## src/rtl/pdm_clk_gen.sv

```systemverilog
// PDM microphone bit-clock generator with capture strobes, decimated sample
// strobe and a wake-up hold-off; glitch-free start and stop.
module pdm_clk_gen #(
  parameter int DIV_W      = 16,
  parameter int DEC_W      = 8,
  parameter int WAKE_EDGES = 16
) (
  input  logic             clk,
  input  logic             reset,
  input  logic             en,
  input  logic [DIV_W-1:0] half_div,
  input  logic [DEC_W-1:0] dec_ratio,
  output logic             pdm_clk,
  output logic             rise_stb,
  output logic             fall_stb,
  output logic             sample_stb,
  output logic             ready,
  output logic             running
);

  localparam int WAKE_W = $clog2(WAKE_EDGES + 1);
  localparam logic [WAKE_W-1:0] WAKE_MAX = WAKE_W'(WAKE_EDGES);

  typedef enum logic [1:0] {IDLE, RUN, DRAIN} state_t;

  state_t             state, state_nxt;
  logic [DIV_W-1:0]   cnt, cnt_nxt, h, h_nxt, h_eff;
  logic [DEC_W-1:0]   dec_cnt, dec_nxt, d, d_nxt, d_eff;
  logic [WAKE_W-1:0]  wake_cnt, wake_nxt;
  logic               pdm_nxt, rise_nxt, fall_nxt, sample_nxt, ready_nxt, running_nxt;

  assign h_eff = (half_div == '0) ? DIV_W'(1) : half_div;
  assign d_eff = (dec_ratio == '0) ? DEC_W'(1) : dec_ratio;

  // NOTE: every variable gets a default before the case so no path leaves
  // one unassigned, which would otherwise infer a latch.
  always_comb begin
    state_nxt  = state;
    pdm_nxt    = pdm_clk;
    cnt_nxt    = cnt;
    h_nxt      = h;
    d_nxt      = d;
    dec_nxt    = dec_cnt;
    wake_nxt   = wake_cnt;
    rise_nxt   = 1'b0;
    fall_nxt   = 1'b0;
    sample_nxt = 1'b0;
    ready_nxt  = ready;

    unique case (state)
      IDLE: begin
        if (en) begin
          state_nxt = RUN;
          h_nxt     = h_eff;
          cnt_nxt   = h_eff - 1'b1;
          d_nxt     = d_eff;
          dec_nxt   = '0;
          wake_nxt  = '0;
        end
      end
      RUN, DRAIN: begin
        // Stopping in the low phase just truncates it; a high phase always completes.
        if (state == RUN && !en && !pdm_clk) begin
          state_nxt = IDLE;
        end else begin
          if (cnt != '0) begin
            cnt_nxt = cnt - 1'b1;
          end else if (!pdm_clk) begin
            pdm_nxt   = 1'b1;
            rise_nxt  = 1'b1;
            h_nxt     = h_eff;
            cnt_nxt   = h_eff - 1'b1;
            wake_nxt  = (wake_cnt == WAKE_MAX) ? wake_cnt : wake_cnt + 1'b1;
            ready_nxt = ready | (wake_nxt == WAKE_MAX);
            if (dec_cnt >= d - 1'b1) begin
              sample_nxt = ready_nxt;
              dec_nxt    = '0;
              d_nxt      = d_eff;
            end else begin
              dec_nxt = dec_cnt + 1'b1;
            end
          end else begin
            pdm_nxt  = 1'b0;
            fall_nxt = 1'b1;
            cnt_nxt  = h - 1'b1;
          end
          state_nxt = en ? RUN : (pdm_nxt ? DRAIN : IDLE);
        end
      end
      default: state_nxt = IDLE;
    endcase

    if (state_nxt == IDLE) begin
      pdm_nxt   = 1'b0;
      ready_nxt = 1'b0;
    end
    running_nxt = (state_nxt != IDLE);
  end

  // NOTE: sequential state uses non-blocking assignments only, and the
  // synchronous reset overrides everything including a phase in progress.
  always_ff @(posedge clk) begin
    if (reset) begin
      state      <= IDLE;
      pdm_clk    <= 1'b0;
      cnt        <= '0;
      h          <= '0;
      d          <= '0;
      dec_cnt    <= '0;
      wake_cnt   <= '0;
      rise_stb   <= 1'b0;
      fall_stb   <= 1'b0;
      sample_stb <= 1'b0;
      ready      <= 1'b0;
      running    <= 1'b0;
    end else begin
      state      <= state_nxt;
      pdm_clk    <= pdm_nxt;
      cnt        <= cnt_nxt;
      h          <= h_nxt;
      d          <= d_nxt;
      dec_cnt    <= dec_nxt;
      wake_cnt   <= wake_nxt;
      rise_stb   <= rise_nxt;
      fall_stb   <= fall_nxt;
      sample_stb <= sample_nxt;
      ready      <= ready_nxt;
      running    <= running_nxt;
    end
  end

endmodule

```

## config.mk

```make
export PLATFORM = sky130hd
export DESIGN_NAME = pdm_clk_gen
export DESIGN_NICKNAME = d
export VERILOG_FILES = /design/src/rtl/pdm_clk_gen.sv
export SDC_FILE = /design/constraint.sdc
export NUM_CORES = 1
export LEC_CHECK = 0
export BUFFER_PORTS_ARGS = -buffer_cell sky130_fd_sc_hd__buf_4
export CELL_PAD_IN_SITES_DETAIL_PLACEMENT = 1
export CELL_PAD_IN_SITES_GLOBAL_PLACEMENT = 2
export CORE_MARGIN = 2
export CORE_UTILIZATION = 39
export CTS_CLUSTER_DIAMETER = 150
export DETAILED_ROUTE_END_ITERATION = 10
export GPL_ROUTABILITY_DRIVEN = 0
export GPL_TIMING_DRIVEN = 1
export PLACE_DENSITY_LB_ADDON = 0.1
export REMOVE_ABC_BUFFERS = 1
export SYNTH_ARGS = -nofsm -noshare
export SYNTH_HDL_FRONTEND = slang
export SYNTH_SLANG_ARGS = --single-unit
```

## constraint.sdc

```tcl
create_clock -name clk -period 5.3 [get_ports clk]
set_clock_uncertainty 0.05 [all_clocks]
set_input_delay 0.265 -clock clk [delete_from_list [all_inputs] [get_ports clk]]
set_output_delay 0.265 -clock clk [all_outputs]
set_load 0.02 [all_outputs]
```

# Word level (Yosys, flattened, before mapping)

Index checks and enable logic that the tools add are counted.

Bits in registers: 61
Bits of input ports: 27
Output and inout port bits: 6
Logic and storage cells: 94

$add $sub $neg: 6
$lt $le $gt $ge: 1
Equality and inequality tests: 9
Muxes and demuxes: 40
Bitwise operators: 6
Reduce and logical (&&, ||, !) cells: 20

Operator list:

| operator                                                              | count |
|---|---|
| 16-bit two-way mux                                                    | 9 |
| 8-bit two-way mux                                                     | 11 |
| 16-bit case mux with 2 select lines                                   | 2 |
| 16-bit by 1-bit subtractor with 16-bit output (second input constant) | 3 |
| 8-bit case mux with 2 select lines                                    | 2 |
| 5-bit two-way mux                                                     | 5 |
| 16-bit zero test                                                      | 1 |
| 16-bit nonzero test                                                   | 1 |
| 5-bit == test (second input constant)                                 | 2 |
| 2-bit != test (second input constant)                                 | 5 |
| 5-bit case mux with 2 select lines                                    | 1 |
| 8-bit by 1-bit adder with 8-bit output (second input constant)        | 1 |
| 8-bit greater-or-equal comparator                                     | 1 |
| 8-bit zero test                                                       | 1 |
| 2-bit two-way mux                                                     | 4 |
| 8-bit by 1-bit subtractor with 8-bit output (second input constant)   | 1 |
| 6-bit AND reduction                                                   | 1 |
| 6-bit OR reduction                                                    | 1 |
| 5-bit by 1-bit adder with 5-bit output (second input constant)        | 1 |
| 1-bit two-way mux                                                     | 5 |
| 1-bit NOT                                                             | 5 |
| 5-bit AND reduction                                                   | 1 |
| 2-bit zero test                                                       | 2 |
| 2-bit case mux with 2 select lines                                    | 1 |
| 11 further kinds                                                      | 15 |

# Logic depth before layout (Yosys ltp)

Word-level depth: 11
Gate-level depth with buffers: 12
Gate-level depth less buffers: 11

# Least setup slack after synthesis

No wires, ideal clock.

Path kind: register to register
Start point: reg cnt[2]
End point: reg ready
Setup time: 78 ps
Arrival time: 2,638 ps
Required time: 5,172 ps
Path slack: 2,535 ps
Stages on the path, launching flop included: 9
Buffers on the path: 1
Clock period less this slack: 2,765 ps
Path through: dfxtp_1 -> or4_1 -> buf_6 -> nor4_2 -> ha_1 -> or2_2 -> a2111oi_0 -> nor2_1 -> nor3_1

Cells in the longest elaborated chain, start to end: 10
Elaborated cells on any way between the ends: 12
Classes of those cells: mux (7); bitwise (1); reduce/logical (4)

RTL lines:

| what                               | RTL line | source |
|---|---|---|
| start, declared                    | 27       | `logic [DIV_W-1:0] cnt, cnt_nxt, h, h_nxt, h_eff;` |
| start signal, assigned             | 119      | `cnt <= cnt_nxt;` |
| 16-bit nonzero test (*)            | 66       | `if (cnt != '0) begin` |
| 1-bit two-way mux                  | 66       |  |
| 1-bit two-way mux                  | 63       | `if (state == RUN && !en && !pdm_clk) begin` |
| 1-bit two-way mux                  | 50       | `unique case (state)` |
| 2-bit two-way mux (2 in series)    | 87       | `state_nxt = en ? RUN : (pdm_nxt ? DRAIN : IDLE);` |
| 2-bit two-way mux                  | 63       |  |
| 2-bit case mux with 2 select lines | 50       |  |
| 2-bit zero test                    | 93       | `if (state_nxt == IDLE) begin` |
| 2-bit OR reduction (no line)       | -        |  |
| end signal, assigned               | 127      | `ready <= ready_nxt;` |
| end, declared                      | 17       | `output logic ready,` |

Mark *: on every way between the ends. The rest lies on a longest branch, timed or not. The select of a mux whose other input is x is not followed.
A chain may end at the register's enable or synchronous reset.

# Worst setup path in the final report

Ends and elaborated chain as after synthesis.

==> results.toml <==
[status]
status = "completed"

[global_routing]
overflow = 0
grt_most_used_layer = "met2"
use_met1 = 0.3182
grt_use_total = 0.2393
grt_first_pass_wirelength_um = 21560
antenna_found_initial = 0
grt_pass1_vias = 4073
use_met2 = 0.4019
grt_max_degree = 41
grt_use_met3 = 0.03343

[route]
finalWirelength_um = 13060
postRouteAntennaNets = 0
first_iter_violations = 227
drt-vias-per-instance = 5.835
drt_first_pass_iters = 4
via_count = 4038
drc_errors = 0
wl_per_cell_um = 18.87

[logic_synthesis]
avgSynthCellArea_um2 = 7.756
syn_inst = 534
ys_seq_area_frac = 0.2949
synth-edff-count = 0
ys.flop_type = "dfxtp_1"
synth_area_mm2 = 0.004141
synthXorXnorAreaFrac = 0.09728
synth_compound_area_frac = 0.2106
synth-async-reset-ratio = 0
synth_cell_types = 64
synthMuxAreaShare = 0.002417
yosysTopAreaCellShare = 0.2949
synth_top_family_by_area = "simple AND/OR/NAND/NOR gates"
synthSimpleGateAreaFrac = 0.2816
synthAdderAreaFrac = 0.06042
netlist_top_cells_area = "dfxtp_1 29%, nand2_1 6.6%, ha_1 6.0%"
synth-seq-cells = 61
yosys_warnings = 0
netlist.top_cell.by_area = "dfxtp_1"

[sta]
finalCritPeriodShare = 0.6043
hold_violations = 0
final.setup.tns_ns = 0
finalSetupViolations = 0
drv_slew = 0
fin_crit_ns = 3.203
rsz0062_at_grt = "false"
slew_headroom = 0.3683
worstMarginPinSlew_ns = 0.9389
max_freq_mhz = 312.2

[worst_setup_path]
start_kind = "register"
cp_cell_sequence = "or4_1 > nor4_2 > ha_1 > or2_2 > a2111oi_0 > nor2_1 > nor3_1"
reg2reg_slack_ns = 2.10
r2r-end = "ready$_SDFFE_PP0P_"
critPathSlowestCell = "or4_1"
slowest_delay_ns = 0.72
critPathMaxFanout = 8
rr_startpoint = "cnt[2]$_SDFFE_PP0P_"
cp.arrival_ns = 3.42
rr_worst_depth = 7
cp_num_buf_inv = 0
critical_path_class = "register to register"
crit_path_end_kind = "register"
cp.required_ns = 5.52
worst_path_dominant_cell_family = "simple AND/OR/NAND/NOR gates"

[finish]
final_common_cell = "nand2_1"
multi_input_area_mm2 = 0.002705
nets = 598
layout_common_cells = "73 x nand2_1, 61 x dfxtp_1, 46 x a21oi_1"
antenna_cells = 0
instances_no_fill = 692
area_delta_synth_final_pct = 11.66
drive_gt1_frac = 0.1151
ff_latch_area_mm2 = 0.001221
fillers = 1270

[clock_tree]
clk_latency_ns = 0.35
cts_tree = "done"
htree_levels = 3
cts_hold_buf = 0
cts_root_buf = "clkbuf_8"
clkSinkCount = 61
cts_buffers = 9
cts_setup_buffers = 0
cts_resized = 0
cts.clk_slew.worst_paths_ns = 0.07
max-clock-path-buffers = 2

[floorplanning]
die_h_um = 107.1
core_area_mm2 = 0.01032
die_w_um = 107.1
io_pins = 33
start_util = 0.4012
rows = 37
die-area_mm2 = 0.01146

[place]
io_buffers = 32
hpwl_um = 9454
dp.cells = 676

[hold_path]
holdPathStages = 3
hp-start = "half_div[9]"
min_path_type = "primary input to register"
holdPathEnd = "h[9]$_SDFFE_PP0P_"

[pwr]
leakage_nw = 1.740
power_density_mw_per_mm2 = 281.6
peakVddDrop_v = 0.0001168

[job]
max_cap_violations = 0
## synthesized netlist by cell type (5+ instances only)
cell      number
dfxtp_1       61
nand3_1       16
nand2_1       73
a31oi_1        7
nor4_1        11
xnor2_1       27
o21ai_0       21
or4_1         13
ha_1          20
and3_1         8
xor2_1        19
nor3b_1        5
a211oi_1       8
or3_1          7
clkbuf_1      24
o311ai_0       5
a21oi_1       46
o31ai_1        7
nor2_1        28
a41oi_1        8
inv_1         18
nand4_1        9
and2_1         5
nor3_1        19
o22ai_1        5
## where the power goes
group | internal [W] | switching (W) | total [W]
Sequential | 0.000494 | 0.0000424 | 0.000537
Combinational | 0.000154 | 0.000235 | 0.000388
Clock | 0.000195 | 0.000182 | 0.000377
## registers in the layout, indices dropped and copies added (netlist names)
signal / cells
h: 16
dec_cnt: 8
wake_cnt: 5
sample_stb: 1
rise_stb: 1
cnt: 16
pdm_clk: 1
running: 1
d: 8
fall_stb: 1
ready: 1
state: 2
## area by class of cell
type | count | share of cell area
Multi-Input combinational cell | 422 | 0.5850
Clock buffer | 15 | 0.03598
Sequential cell | 61 | 0.2641
Timing Repair Buffer | 38 | 0.06169
Tap cell | 136 | 0.03680
Clock inverter | 1 | 0.001082
Inverter | 19 | 0.01542
## per-layer routing
layer	vias up	wire [um]
li1	1990	-
met4	0	154
met2	73	6325
met3	10	465
met5	-	0
met1	1965	6111
## worst register-to-register path: cells and delay by family, from the launching register on
family                   cells  cell delay, ns
flip-flops                   1            0.36
adder cells (fa/ha/maj)      1            0.32
AND/OR/NAND/NOR              5            1.89
AO/OA/AOI/OAI                1            0.49
## cell families (layout without fill, tap and decap cells)
kind of cell | count (synthesis) | count (layout)
flops | 61 | 61
compound gates | 134 | 134
fa+ha+maj | 20 | 20
simple gates | 221 | 221
mux | 1 | 1
xor+xnor | 46 | 46
buf+inv | 51 | 73
## how the worst max path moves through the flow
| stage | startpoint | end | slack [ns] | cells after the start |
|---|---|---|---|---|
| 6_report | cnt[2]$_SDFFE_PP0P_ | ready$_SDFFE_PP0P_ | 2.10 | 7 |
| 5_1_grt | cnt[2]$_SDFFE_PP0P_ | ready$_SDFFE_PP0P_ | 1.83 | 7 |
| 4_1_cts | cnt[2]$_SDFFE_PP0P_ | ready$_SDFFE_PP0P_ | 2.09 | 7 |
| 3_5_place_dp | cnt[2]$_SDFFE_PP0P_ | ready$_SDFFE_PP0P_ | 2.13 | 7 |
| 3_3_place_gp | state[0]$_SDFF_PP0_ | wake_cnt[2]$_SDFFE_PP0P_ | 2.18 | 8 |
| 2_1_floorplan | state[0]$_SDFF_PP0_ | cnt[2]$_SDFFE_PP0P_ | 2.14 | 7 |
## metrics by stage
stage	hold WS, ns	power, W	cell area [um2]	util	worst slack [ns]
3_3_place_gp	0.4154	0.0009261	4453	0.4313	2.185
2_1_floorplan	0.2841	0.0007982	3994	-	2.135
5_1_grt	0.1332	0.001387	4624	0.4479	1.833
4_1_cts	0.1143	0.001316	4624	0.4479	2.086
3_5_place_dp	0.4252	0.0009338	4453	0.4313	2.132
6_report	0.1245	0.001302	4624	0.4479	2.097
Note: power is estimated with default switching activity, not from simulation.
